===== src/rtl/hazard_controller_if.sv =====
// rtl/hazard_controller_if.sv - write-enable/flush pairs for the PC and the four pipeline latches.
interface hazard_ctrl_if;
  logic pc_wen;
  logic ifid_wen;
  logic ifid_flush;
  logic idex_wen;
  logic idex_flush;
  logic exmem_wen;
  logic exmem_flush;
  logic memwb_wen;
  logic memwb_flush;

  modport master (
    output pc_wen,
    output ifid_wen,
    output ifid_flush,
    output idex_wen,
    output idex_flush,
    output exmem_wen,
    output exmem_flush,
    output memwb_wen,
    output memwb_flush
  );

  modport slave (
    input pc_wen,
    input ifid_wen,
    input ifid_flush,
    input idex_wen,
    input idex_flush,
    input exmem_wen,
    input exmem_flush,
    input memwb_wen,
    input memwb_flush
  );
endinterface


===== src/rtl/hazard_controller.sv =====
// rtl/hazard_controller.sv - stall/flush control for the 5-stage pipeline, sticky halt and perf counters.
module hazard_controller #(
  parameter int CNT_W = 16
) (
  input  logic             CLK,
  input  logic             RST,
  input  logic             ihit,
  input  logic             dhit,
  input  logic             mem_dREN,
  input  logic             mem_dWEN,
  input  logic             mem_halt,
  input  logic             idex_dREN,
  input  logic [4:0]       idex_wsel,
  input  logic [4:0]       ifid_rs,
  input  logic [4:0]       ifid_rt,
  input  logic             ifid_uses_rt,
  input  logic             ex_taken,
  hazard_ctrl_if.master    ctl,
  output logic             halt_o,
  output logic [CNT_W-1:0] stall_cycles,
  output logic [CNT_W-1:0] dmiss_events
);

  typedef enum logic [1:0] {
    RUN    = 2'd0,
    DWAIT  = 2'd1,
    HALTED = 2'd2
  } state_t;

  state_t state_q, state_d;

  logic [CNT_W-1:0] stall_q, stall_d;
  logic [CNT_W-1:0] dmiss_q, dmiss_d;

  logic dmem_stall;
  logic load_use;

  assign dmem_stall = (mem_dREN | mem_dWEN) & ~dhit;
  assign load_use   = idex_dREN & (idex_wsel != 5'd0) &
                      ((idex_wsel == ifid_rs) | (ifid_uses_rt & (idex_wsel == ifid_rt)));

  always_comb begin
    state_d         = state_q;
    ctl.pc_wen      = 1'b0;
    ctl.ifid_wen    = 1'b0;
    ctl.ifid_flush  = 1'b0;
    ctl.idex_wen    = 1'b0;
    ctl.idex_flush  = 1'b0;
    ctl.exmem_wen   = 1'b0;
    ctl.exmem_flush = 1'b0;
    ctl.memwb_wen   = 1'b0;
    ctl.memwb_flush = 1'b0;

    if (RST) begin
      state_d = RUN;
    end else begin
      unique case (state_q)
        RUN, DWAIT: begin
          if (dmem_stall) begin
            // Freeze everything upstream of MEM; WB gets a bubble.
            ctl.memwb_wen   = 1'b1;
            ctl.memwb_flush = 1'b1;
            state_d         = DWAIT;
          end else if (mem_halt) begin
            state_d = HALTED;
          end else begin
            state_d         = RUN;
            ctl.pc_wen      = 1'b1;
            ctl.ifid_wen    = 1'b1;
            ctl.idex_wen    = 1'b1;
            ctl.exmem_wen   = 1'b1;
            ctl.memwb_wen   = 1'b1;
            if (ex_taken) begin
              // Wrong-path fetch and decode are squashed, so a miss or load-use there is moot.
              ctl.ifid_flush = 1'b1;
              ctl.idex_flush = 1'b1;
            end else if (load_use) begin
              ctl.pc_wen     = 1'b0;
              ctl.ifid_wen   = 1'b0;
              ctl.idex_flush = 1'b1;
            end else if (!ihit) begin
              ctl.pc_wen     = 1'b0;
              ctl.ifid_flush = 1'b1;
            end
          end
        end
        HALTED: begin
          state_d = HALTED;
        end
        default: begin
          state_d = RUN;
        end
      endcase
    end
  end

  always_comb begin
    stall_d = stall_q;
    dmiss_d = dmiss_q;
    if (!ctl.pc_wen && (state_q != HALTED) && (stall_q != {CNT_W{1'b1}})) begin
      stall_d = stall_q + 1'b1;
    end
    if ((state_q == RUN) && (state_d == DWAIT) && (dmiss_q != {CNT_W{1'b1}})) begin
      dmiss_d = dmiss_q + 1'b1;
    end
  end

  always_ff @(posedge CLK) begin
    if (RST) begin
      state_q <= RUN;
      stall_q <= '0;
      dmiss_q <= '0;
    end else begin
      state_q <= state_d;
      stall_q <= stall_d;
      dmiss_q <= dmiss_d;
    end
  end

  assign halt_o       = ~RST & (state_q == HALTED);
  assign stall_cycles = stall_q;
  assign dmiss_events = dmiss_q;

endmodule


===== src/flat_wrapper.sv =====
// flat-port wrapper written by rule: the top's interface ports become plain ports
module hazard_controller_flat 
#(
  parameter int CNT_W = 16
)
  (CLK, RST, ihit, dhit, mem_dREN, mem_dWEN, mem_halt, idex_dREN, idex_wsel, ifid_rs, ifid_rt, ifid_uses_rt, ex_taken, halt_o, stall_cycles, dmiss_events, ctl_pc_wen, ctl_ifid_wen, ctl_ifid_flush, ctl_idex_wen, ctl_idex_flush, ctl_exmem_wen, ctl_exmem_flush, ctl_memwb_wen, ctl_memwb_flush);
  hazard_ctrl_if ctl_i ();
  input  logic CLK;
  input  logic RST;
  input  logic ihit;
  input  logic dhit;
  input  logic mem_dREN;
  input  logic mem_dWEN;
  input  logic mem_halt;
  input  logic idex_dREN;
  input  logic [4:0] idex_wsel;
  input  logic [4:0] ifid_rs;
  input  logic [4:0] ifid_rt;
  input  logic ifid_uses_rt;
  input  logic ex_taken;
  output logic halt_o;
  output logic [CNT_W-1:0] stall_cycles;
  output logic [CNT_W-1:0] dmiss_events;
  output wire logic [$bits(ctl_i.pc_wen)-1:0] ctl_pc_wen;
  output wire logic [$bits(ctl_i.ifid_wen)-1:0] ctl_ifid_wen;
  output wire logic [$bits(ctl_i.ifid_flush)-1:0] ctl_ifid_flush;
  output wire logic [$bits(ctl_i.idex_wen)-1:0] ctl_idex_wen;
  output wire logic [$bits(ctl_i.idex_flush)-1:0] ctl_idex_flush;
  output wire logic [$bits(ctl_i.exmem_wen)-1:0] ctl_exmem_wen;
  output wire logic [$bits(ctl_i.exmem_flush)-1:0] ctl_exmem_flush;
  output wire logic [$bits(ctl_i.memwb_wen)-1:0] ctl_memwb_wen;
  output wire logic [$bits(ctl_i.memwb_flush)-1:0] ctl_memwb_flush;
  assign ctl_pc_wen = ctl_i.pc_wen;
  assign ctl_ifid_wen = ctl_i.ifid_wen;
  assign ctl_ifid_flush = ctl_i.ifid_flush;
  assign ctl_idex_wen = ctl_i.idex_wen;
  assign ctl_idex_flush = ctl_i.idex_flush;
  assign ctl_exmem_wen = ctl_i.exmem_wen;
  assign ctl_exmem_flush = ctl_i.exmem_flush;
  assign ctl_memwb_wen = ctl_i.memwb_wen;
  assign ctl_memwb_flush = ctl_i.memwb_flush;
  hazard_controller #(.CNT_W(CNT_W)) u_core (.CLK(CLK), .RST(RST), .ihit(ihit), .dhit(dhit), .mem_dREN(mem_dREN), .mem_dWEN(mem_dWEN), .mem_halt(mem_halt), .idex_dREN(idex_dREN), .idex_wsel(idex_wsel), .ifid_rs(ifid_rs), .ifid_rt(ifid_rt), .ifid_uses_rt(ifid_uses_rt), .ex_taken(ex_taken), .ctl(ctl_i), .halt_o(halt_o), .stall_cycles(stall_cycles), .dmiss_events(dmiss_events));
endmodule

===== config.mk =====
export PLATFORM = sky130hd
export DESIGN_NAME = hazard_controller_flat
export DESIGN_NICKNAME = d
export VERILOG_FILES = /design/src/rtl/hazard_controller_if.sv /design/src/rtl/hazard_controller.sv /design/src/flat_wrapper.sv
export SDC_FILE = /design/constraint.sdc
export NUM_CORES = 1
export LEC_CHECK = 0
export BUFFER_PORTS_ARGS = -buffer_cell sky130_fd_sc_hd__buf_2
export CAP_MARGIN = 5
export CELL_PAD_IN_SITES_DETAIL_PLACEMENT = 0
export CELL_PAD_IN_SITES_GLOBAL_PLACEMENT = 1
export CORE_MARGIN = 3
export CORE_UTILIZATION = 32
export CTS_CLUSTER_SIZE = 24
export DETAILED_ROUTE_END_ITERATION = 10
export HOLD_SLACK_MARGIN = 0.12
export PLACE_DENSITY_LB_ADDON = 0.05
export SETUP_SLACK_MARGIN = 0.05
export SYNTH_ARGS = -nofsm -noshare
export SYNTH_HDL_FRONTEND = slang
export SYNTH_SLANG_ARGS = --single-unit

===== constraint.sdc =====
create_clock -name CLK -period 2.09 [get_ports CLK]
set_input_delay 0.3135 -clock CLK [delete_from_list [all_inputs] [get_ports CLK]]
set_output_delay 0.3135 -clock CLK [all_outputs]
set_load 0.005 [all_outputs]

==> impl_table.tex, run 1 <==
\begin{tabular}{lr}
\hline
Metric & Value \\
\hline
\multicolumn{2}{l}{\textbf{Global route}} \\
\quad Vias in the first global route & 1624 \\
\quad Antenna violations before repair & 0 \\
\quad Maximum number of pins on one net before global-route repair & 34 \\
\quad Tot GR Track Use & 0.1398 \\
\quad First-pass GRT wire length & 7555 um \\
\quad GRT Residual Overflow & 0 \\
\multicolumn{2}{l}{\textbf{Worst setup path}} \\
\quad Category of the worst setup path capture point & output port \\
\quad Crit-path max cell delay & 290 ps \\
\quad Critical Path Slowest Stage Cell & nor4\_2 \\
\quad Critical Path AT & 1650 ps \\
\quad Biggest fanout along the worst timing path & 3 \\
\quad WP data required & 1780 ps \\
\quad Class of the most critical setup path & input pin to output port \\
\quad Type of origin of the critical path & input pin \\
\quad Cell-by-cell listing of the critical path & buf\_6 -> xor2\_2 -> nor4\_2 -> a32oi\_2 -> or2\_4 -> o21ai\_4 -> nor2\_1 -> buf\_2 \\
\multicolumn{2}{l}{\textbf{CTS}} \\
\quad CTS H-tree depth & 2 \\
\quad Number of sinks driven by the clock tree & 34 \\
\quad Clock slew at the register clock pins of the worst setup and hold paths & 70 ps \\
\quad Clock latency at the later pin of the worst-skew pair & 280 ps \\
\quad Root Buffer Master & clkbuf\_8 \\
\quad Total of hold buffers inserted after clock tree synthesis & 0 \\
\quad CTS buffer count & 5 \\
\quad Clock tree from TritonCTS & yes \\
\quad Number of buffers inserted to repair setup after CTS & 0 \\
\quad Number of buffers on the longest clock path & 2 \\
\multicolumn{2}{l}{\textbf{Place}} \\
\quad Area after detailed placement & $\sim$2400 um2 \\
\quad HPWL after DPL & between 3000 and 4000 um \\
\quad Routability congestion estimate & 0.7218 \\
\quad Number of port buffers & between 60 and 70 \\
\multicolumn{2}{l}{\textbf{Yosys}} \\
\quad Cell taking the most area after synthesis & dfxtp\_1 \\
\quad Flip-flop and latch count after synthesis & 34 \\
\quad Number of library cell types mapped by synthesis & 38 \\
\quad Net count after synthesis & approximately 260 \\
\quad Top-area cell type share of the netlist area & 0.3658 \\
\quad Instance count of the mapped netlist & 232 \\
\quad Count of synthesis-stage warnings from yosys & 0 \\
\quad Mapped Area & 1861 um2 \\
\quad Synthesized area divided by synthesized cell count & 8.020 um2 \\
\quad Area contributors post-synth & dfxtp\_1, xor2\_1, a21oi\_1 \\
\quad Share of synthesized area occupied by flip-flops and latches & 0.3658 \\
\multicolumn{2}{l}{\textbf{Die}} \\
\quad Placeable core region & 5574 um2 \\
\quad Horizontal die dimension & 82.25 um \\
\quad Starting density of the core & 0.3338 \\
\quad Vertical extent of the die & 82.25 um \\
\quad Area of the die & 6765 um2 \\
\quad Placement row count & 27 \\
\quad Num ports & 67 \\
\multicolumn{2}{l}{\textbf{Run}} \\
\quad Maximum Capacitance Violations & 0 \\
\multicolumn{2}{l}{\textbf{Cells and area}} \\
\quad Share of layout cells above drive strength 1 & 0.3450 \\
\quad Signed area change from the synthesized netlist to the final layout & 37.05\% \\
\quad Commonest cells after routing, fill and taps aside & buf\_2, dfxtp\_1, nor2\_1, a21oi\_1, buf\_4 \\
\quad Commonest non-fill, non-tap cell in the layout & buf\_2 \\
\quad Post-route cell area & 2550 um2 \\
\quad Number of nets in the finished design & 339 \\
\quad Antenna cell count & 0 \\
\multicolumn{2}{l}{\textbf{Detailed routing}} \\
\quad Detail-routed via count per cell & 5.005 \\
\quad Vias post-DR & slightly below 2000 \\
\quad ANT nets after route & 0 \\
\quad DR DRC count & 0 \\
\quad Detailed Route Iter0 Violations & 75 \\
\quad Wirelength per Cell & approximately 12 um \\
\quad Pre-Repair DR Iteration Count & 4 \\
\quad Total length of routed wires & 4800 um \\
\multicolumn{2}{l}{\textbf{STA}} \\
\quad Final Skew & 11.06 ps \\
\quad Final setup vio count & 0 \\
\quad Share of the cycle needed by the critical path after routing & 0.9374 \\
\quad Final critical path time including I/O delays and setup & between 1500 and 2000 ps \\
\quad Highest achievable clock rate & approximately 510 MHz \\
\quad Hold Vio Cnt, Final & 0 \\
\quad Total count of max-transition violations in the final report & 0 \\
\quad RSZ-0062 raised after global routing & yes \\
\multicolumn{2}{l}{\textbf{Status}} \\
\quad Result of the run & complete, no violations \\
\multicolumn{2}{l}{\textbf{Power}} \\
\quad Switching Fraction & 0.2385 \\
\quad Leakage power of the design & 1.051 nW \\
\quad Final Total Pwr & 1.450 mW \\
\quad Power share of the combinational group & 0.126 \\
\quad Part of the total power dissipated in the clock network & 0.413 \\
\quad Peak supply drop & 363.8 uV \\
\quad Psw & 0.3459 mW \\
\quad Internal power contribution & 1.104 mW \\
\quad Fraction of power consumed by sequential logic & 0.462 \\
\quad Power per unit of standard cell area & 568.8 nW/um2 \\
\multicolumn{2}{l}{\textbf{Min path}} \\
\quad Hold crit path type & input pin to flip-flop \\
\hline
\end{tabular}
-- synth_stat cells --
library cell  number
a211oi_1           1
a21oi_1           20
a311oi_1           1
a32oi_1            1
and2_1             2
and3_1             1
buf_1              1
buf_2              1
buf_4              2
buf_6              1
clkbuf_1           7
conb_1             1
dfxtp_1           34
ha_1               2
inv_1              8
mux2_2             5
mux2i_1            1
nand2_1           13
nand2b_1           1
nand3_1           13
nand3b_1           2
nand4_1            8
nor2_1            23
nor2b_1            5
nor3_1            12
nor3b_1            1
nor4_1             2
nor4_2             2
o21a_1             1
o21ai_0           12
o21bai_1           1
o31ai_1            7
or2_2              2
or3_1              9
or4_1              9
or4bb_1            1
xnor2_1            7
xor2_1            12
-- cell families after synthesis --
family,share of synthesized area
simple gates,0.3087
compound gates,0.1359
flops,0.3658
buf+inv,0.04909
xor+xnor,0.08944
mux,0.03564
fa+ha+maj,0.01345
other cells,0.002016
-- path summary, 6_finish.rpt --
check                                             start                 endpoint  slack, ps  depth (start not counted)
worst max-delay path                         ifid_rt[1]               ctl_pc_wen        130                          8
worst max register to register   u_core.dmiss_events[1]   u_core.dmiss_events[8]        160                          6
worst min register to register  u_core.stall_cycles[11]  u_core.stall_cycles[11]        510                          2
worst min-delay path                           mem_halt        u_core.state_q[1]        320                          3
-- routing by layer --
metal | track usage | wire (um) | vias to the layer above
li1 | - | - | 988
met1 | 0.1979 | 2335 | 863
met2 | 0.2043 | 2057 | 74
met3 | 0.04881 | 401 | 2
met4 | 0.02658 | 6 | 0
met5 | 0 | 0 | -
-- worst max-delay path, delay by kind of cell --
family	cells	cell delay [ps]
AO/OA/AOI/OAI	2	350
AND/OR/NAND/NOR	3	610
buffers and inverters	2	210
XOR/XNOR	1	160
-- layout make-up --
cell class              count  area, um2
clock buffers               7      76.32
clock inverters             1      30.03
fillers                   586       3024
inverters                   8      30.03
multi-input cells         178       1142
flip-flops and latches     34      680.7
well taps                  72      90.09
repair buffers             85      500.5
-- state kept, by name, summed over array words and instances, names as in the netlist --
signal,count
u_core.state_q,2
u_core.stall_cycles,16
u_core.dmiss_events,16
-- power by group through the flow --
| stage | combinational, mW | sequential (mW) | clock [mW] |
|---|---|---|---|
| 2_1_floorplan | 0.0907 | 0.685 | 0 |
| 3_3_place_gp | 0.175 | 0.684 | 0 |
| 3_5_place_dp | 0.174 | 0.684 | 0 |
| 4_1_cts | 0.176 | 0.669 | 0.619 |
| 5_1_grt | 0.206 | 0.672 | 0.645 |
| 6_report | 0.182 | 0.669 | 0.599 |
-- through the flow --
stage	setup WS [ps]	instances	util	TNS [ps]	hold slack, ps
global placement	-111.7	377	0.4274	-983.3	484.3
detailed placement	-168.5	377	0.4274	-936.8	488.8
global route	30.07	385	0.4575	0	339.3
CTS	63.28	385	0.4471	0	309.0
finish	130.9	385	0.4575	0	317.9
floorplan	63.78	232	-	0	480.4
-- what timing repair did --
action | CTS | global route
pin swaps | 0 | 8
resized for setup | 2 | 11
setup endpoints to repair | 3 | 7
Power figures use the tool's default switching activity.
==> inputs of run 2 (changes only) <==
SETUP_SLACK_MARGIN = 0.3   (was 0.05)
TNS_END_PERCENT = 5   (was default)
==> impl_table.tex, run 2 (synthesis gave the netlist of run 1 again) <==
\begin{tabular}{lr}
\hline
Metric & Value \\
\hline
\multicolumn{2}{l}{\textbf{Status}} \\
\quad Result of the run & complete, no violations \\
\multicolumn{2}{l}{\textbf{Detailed routing}} \\
\quad Detail-routed via count per cell & 4.837 \\
\quad Pre-Repair DR Iteration Count & 4 \\
\quad ANT nets after route & 0 \\
\quad Wirelength per Cell & $\sim$12 um \\
\quad Total length of routed wires & around 4800 um \\
\quad DR DRC count & 0 \\
\quad Detailed Route Iter0 Violations & 49 \\
\quad Vias post-DR & between 1500 and 2000 \\
\multicolumn{2}{l}{\textbf{Global route}} \\
\quad Antenna violations before repair & 0 \\
\quad Maximum number of pins on one net before global-route repair & 33 \\
\quad GRT Residual Overflow & 0 \\
\quad First-pass GRT wire length & 8114 um \\
\quad Vias in the first global route & 1803 \\
\quad Tot GR Track Use & 0.1512 \\
\multicolumn{2}{l}{\textbf{STA}} \\
\quad Hold Vio Cnt, Final & 0 \\
\quad Final Skew & a little over 6 ps \\
\quad Final critical path time including I/O delays and setup & 1927 ps \\
\quad Share of the cycle needed by the critical path after routing & 0.9219 \\
\quad Final worst slack & 163.1 ps \\
\quad Final setup vio count & 0 \\
\quad Total count of max-transition violations in the final report & 0 \\
\quad RSZ-0062 raised after global routing & yes \\
\quad Highest achievable clock rate & 519.0 MHz \\
\multicolumn{2}{l}{\textbf{CTS}} \\
\quad CTS H-tree depth & 2 \\
\quad Total of hold buffers inserted after clock tree synthesis & 0 \\
\quad Root Buffer Master & clkbuf\_8 \\
\quad Number of buffers on the longest clock path & 2 \\
\quad Number of sinks driven by the clock tree & 34 \\
\quad CTS buffer count & 5 \\
\quad Clock tree from TritonCTS & yes \\
\quad Clock latency at the later pin of the worst-skew pair & between 200 and 300 ps \\
\quad Clock slew at the register clock pins of the worst setup and hold paths & 70 ps \\
\multicolumn{2}{l}{\textbf{Power}} \\
\quad Switching Fraction & 0.2580 \\
\quad Power share of the combinational group & 0.135 \\
\quad Fraction of power consumed by sequential logic & 0.492 \\
\quad Internal power contribution & 1.019 mW \\
\quad Leakage power of the design & 1.079 nW \\
\quad Peak supply drop & approximately 230 uV \\
\quad Psw & 0.3542 mW \\
\quad Power per unit of standard cell area & around 530 nW/um2 \\
\quad Part of the total power dissipated in the clock network & 0.372 \\
\multicolumn{2}{l}{\textbf{Worst setup path}} \\
\quad Category of the worst setup path capture point & flip-flop \\
\quad Crit-path max cell delay & about 500 ps \\
\quad Biggest fanout along the worst timing path & 18 \\
\quad WP data required & 2310 ps \\
\quad Cell-by-cell listing of the critical path & buf\_6 -> xor2\_2 -> nor4\_2 -> a32oi\_1 -> buf\_4 -> o21a\_1 -> buf\_12 -> or4\_4 -> a21oi\_2 \\
\quad Type of origin of the critical path & input pin \\
\quad Class of the most critical setup path & input pin to flip-flop \\
\quad Critical Path Slowest Stage Cell & or4\_4 \\
\quad Critical Path AT & 2140 ps \\
\multicolumn{2}{l}{\textbf{Die}} \\
\quad Area of the die & 6765 um2 \\
\quad Placeable core region & 5574 um2 \\
\quad Num ports & between 60 and 70 \\
\quad Placement row count & 27 \\
\quad Horizontal die dimension & between 80 and 90 um \\
\quad Starting density of the core & 0.3338 \\
\quad Vertical extent of the die & 82.25 um \\
\multicolumn{2}{l}{\textbf{Cells and area}} \\
\quad Signed area change from the synthesized netlist to the final layout & 39.68\% \\
\quad Final-layout fill cell count & 586 \\
\quad Share of layout cells above drive strength 1 & 0.3841 \\
\quad Antenna cell count & 0 \\
\quad Commonest non-fill, non-tap cell in the layout & buf\_2 \\
\quad Post-route cell area & about 2600 um2 \\
\quad Commonest cells after routing, fill and taps aside & buf\_2, dfxtp\_1, nor2\_1, buf\_4, a21oi\_1 \\
\quad Number of nets in the finished design & about 340 \\
\multicolumn{2}{l}{\textbf{Place}} \\
\quad Area after detailed placement & approximately 2400 um2 \\
\quad HPWL after DPL & 3591 um \\
\quad Pre-CTS setup slack & -54.28 ps \\
\quad Routability congestion estimate & between 0.6 and 0.7 \\
\quad Number of port buffers & 65 \\
\multicolumn{2}{l}{\textbf{Run}} \\
\quad Maximum Capacitance Violations & 0 \\
\multicolumn{2}{l}{\textbf{Min path}} \\
\quad Hold crit path type & input pin to flip-flop \\
\hline
\end{tabular}
run 2: changes by cell type in the layout (fill, tap and decap cells not counted), moves of 2 or more:
cell,delta
dfxtp_1,-2
a21oi_2,+3
dfxtp_4,+2
or4_4,+3
or4_1,-3
nor3_2,-2
buf_4,+2
a21oi_1,-3
run 2: critical path, delay by kind of cell:
kind | cells | cell delay (ps)
AO/OA/AOI/OAI | 3 | 480
XOR/XNOR | 1 | 170
AND/OR/NAND/NOR | 2 | 770
buffers and inverters | 3 | 420
run 2: layer usage:
layer | GRT usage | up-vias | routed length, um
met5 | 0 | - | 0
met4 | 0.02990 | 0 | 41
met3 | 0.04772 | 6 | 352
met2 | 0.2404 | 55 | 2073
met1 | 0.2008 | 815 | 2359
li1 | - | 996 | -
run 2: path summary, 6_finish.rpt:
| kind | startpoint | end | slack (ps) | cells after the start |
|---|---|---|---|---|
| hold / removal | RST | u_core.dmiss_events[2] | 280 | 2 |
| hold reg to reg | u_core.stall_cycles[11] | u_core.stall_cycles[11] | 500 | 2 |
| setup reg to reg | u_core.dmiss_events[0] | u_core.dmiss_events[8] | 190 | 6 |
| setup / recovery | ifid_rt[1] | u_core.stall_cycles[3] | 160 | 9 |
run 2: layout make-up:
type	count	area, um2	share of cell area
inverter	8	30.03	0.01156
clock inverter	1	5.005	0.001926
timing repair buffer	87	515.5	0.1984
sequential	34	688.2	0.2648
clock buffer	7	86.33	0.03322
tap	72	90.09	0.03467
multi-input combinational	178	1184	0.4555
run 2: power groups by stage:
stage | logic [mW] | clock network [mW] | registers (mW)
6_report | 0.186 | 0.511 | 0.676
4_1_cts | 0.187 | 0.533 | 0.676
5_1_grt | 0.210 | 0.555 | 0.678
3_5_place_dp | 0.177 | 0 | 0.691
3_3_place_gp | 0.178 | 0 | 0.691
2_1_floorplan | 0.0930 | 0 | 0.690
run 2: metrics by stage:
step / total power [mW] / hold slack [ps] / util / TNS (ps) / cells
floorplan: 0.7827 / 480.4 / - / 0 / 232
global placement: 0.8682 / 482.8 / 0.4361 / -262.6 / 378
detailed placement: 0.8684 / 488.3 / 0.4361 / -263.7 / 378
CTS: 1.396 / 276.9 / 0.4622 / 0 / 387
global route: 1.443 / 316.1 / 0.4662 / 0 / 387
finish: 1.373 / 281.5 / 0.4662 / 0 / 387
run 2: what timing repair did:
item,in CTS,in global routing
setup buffers,1,0
setup endpoints to repair,28,35
pin swaps,9,5
gates resized for setup,12,6
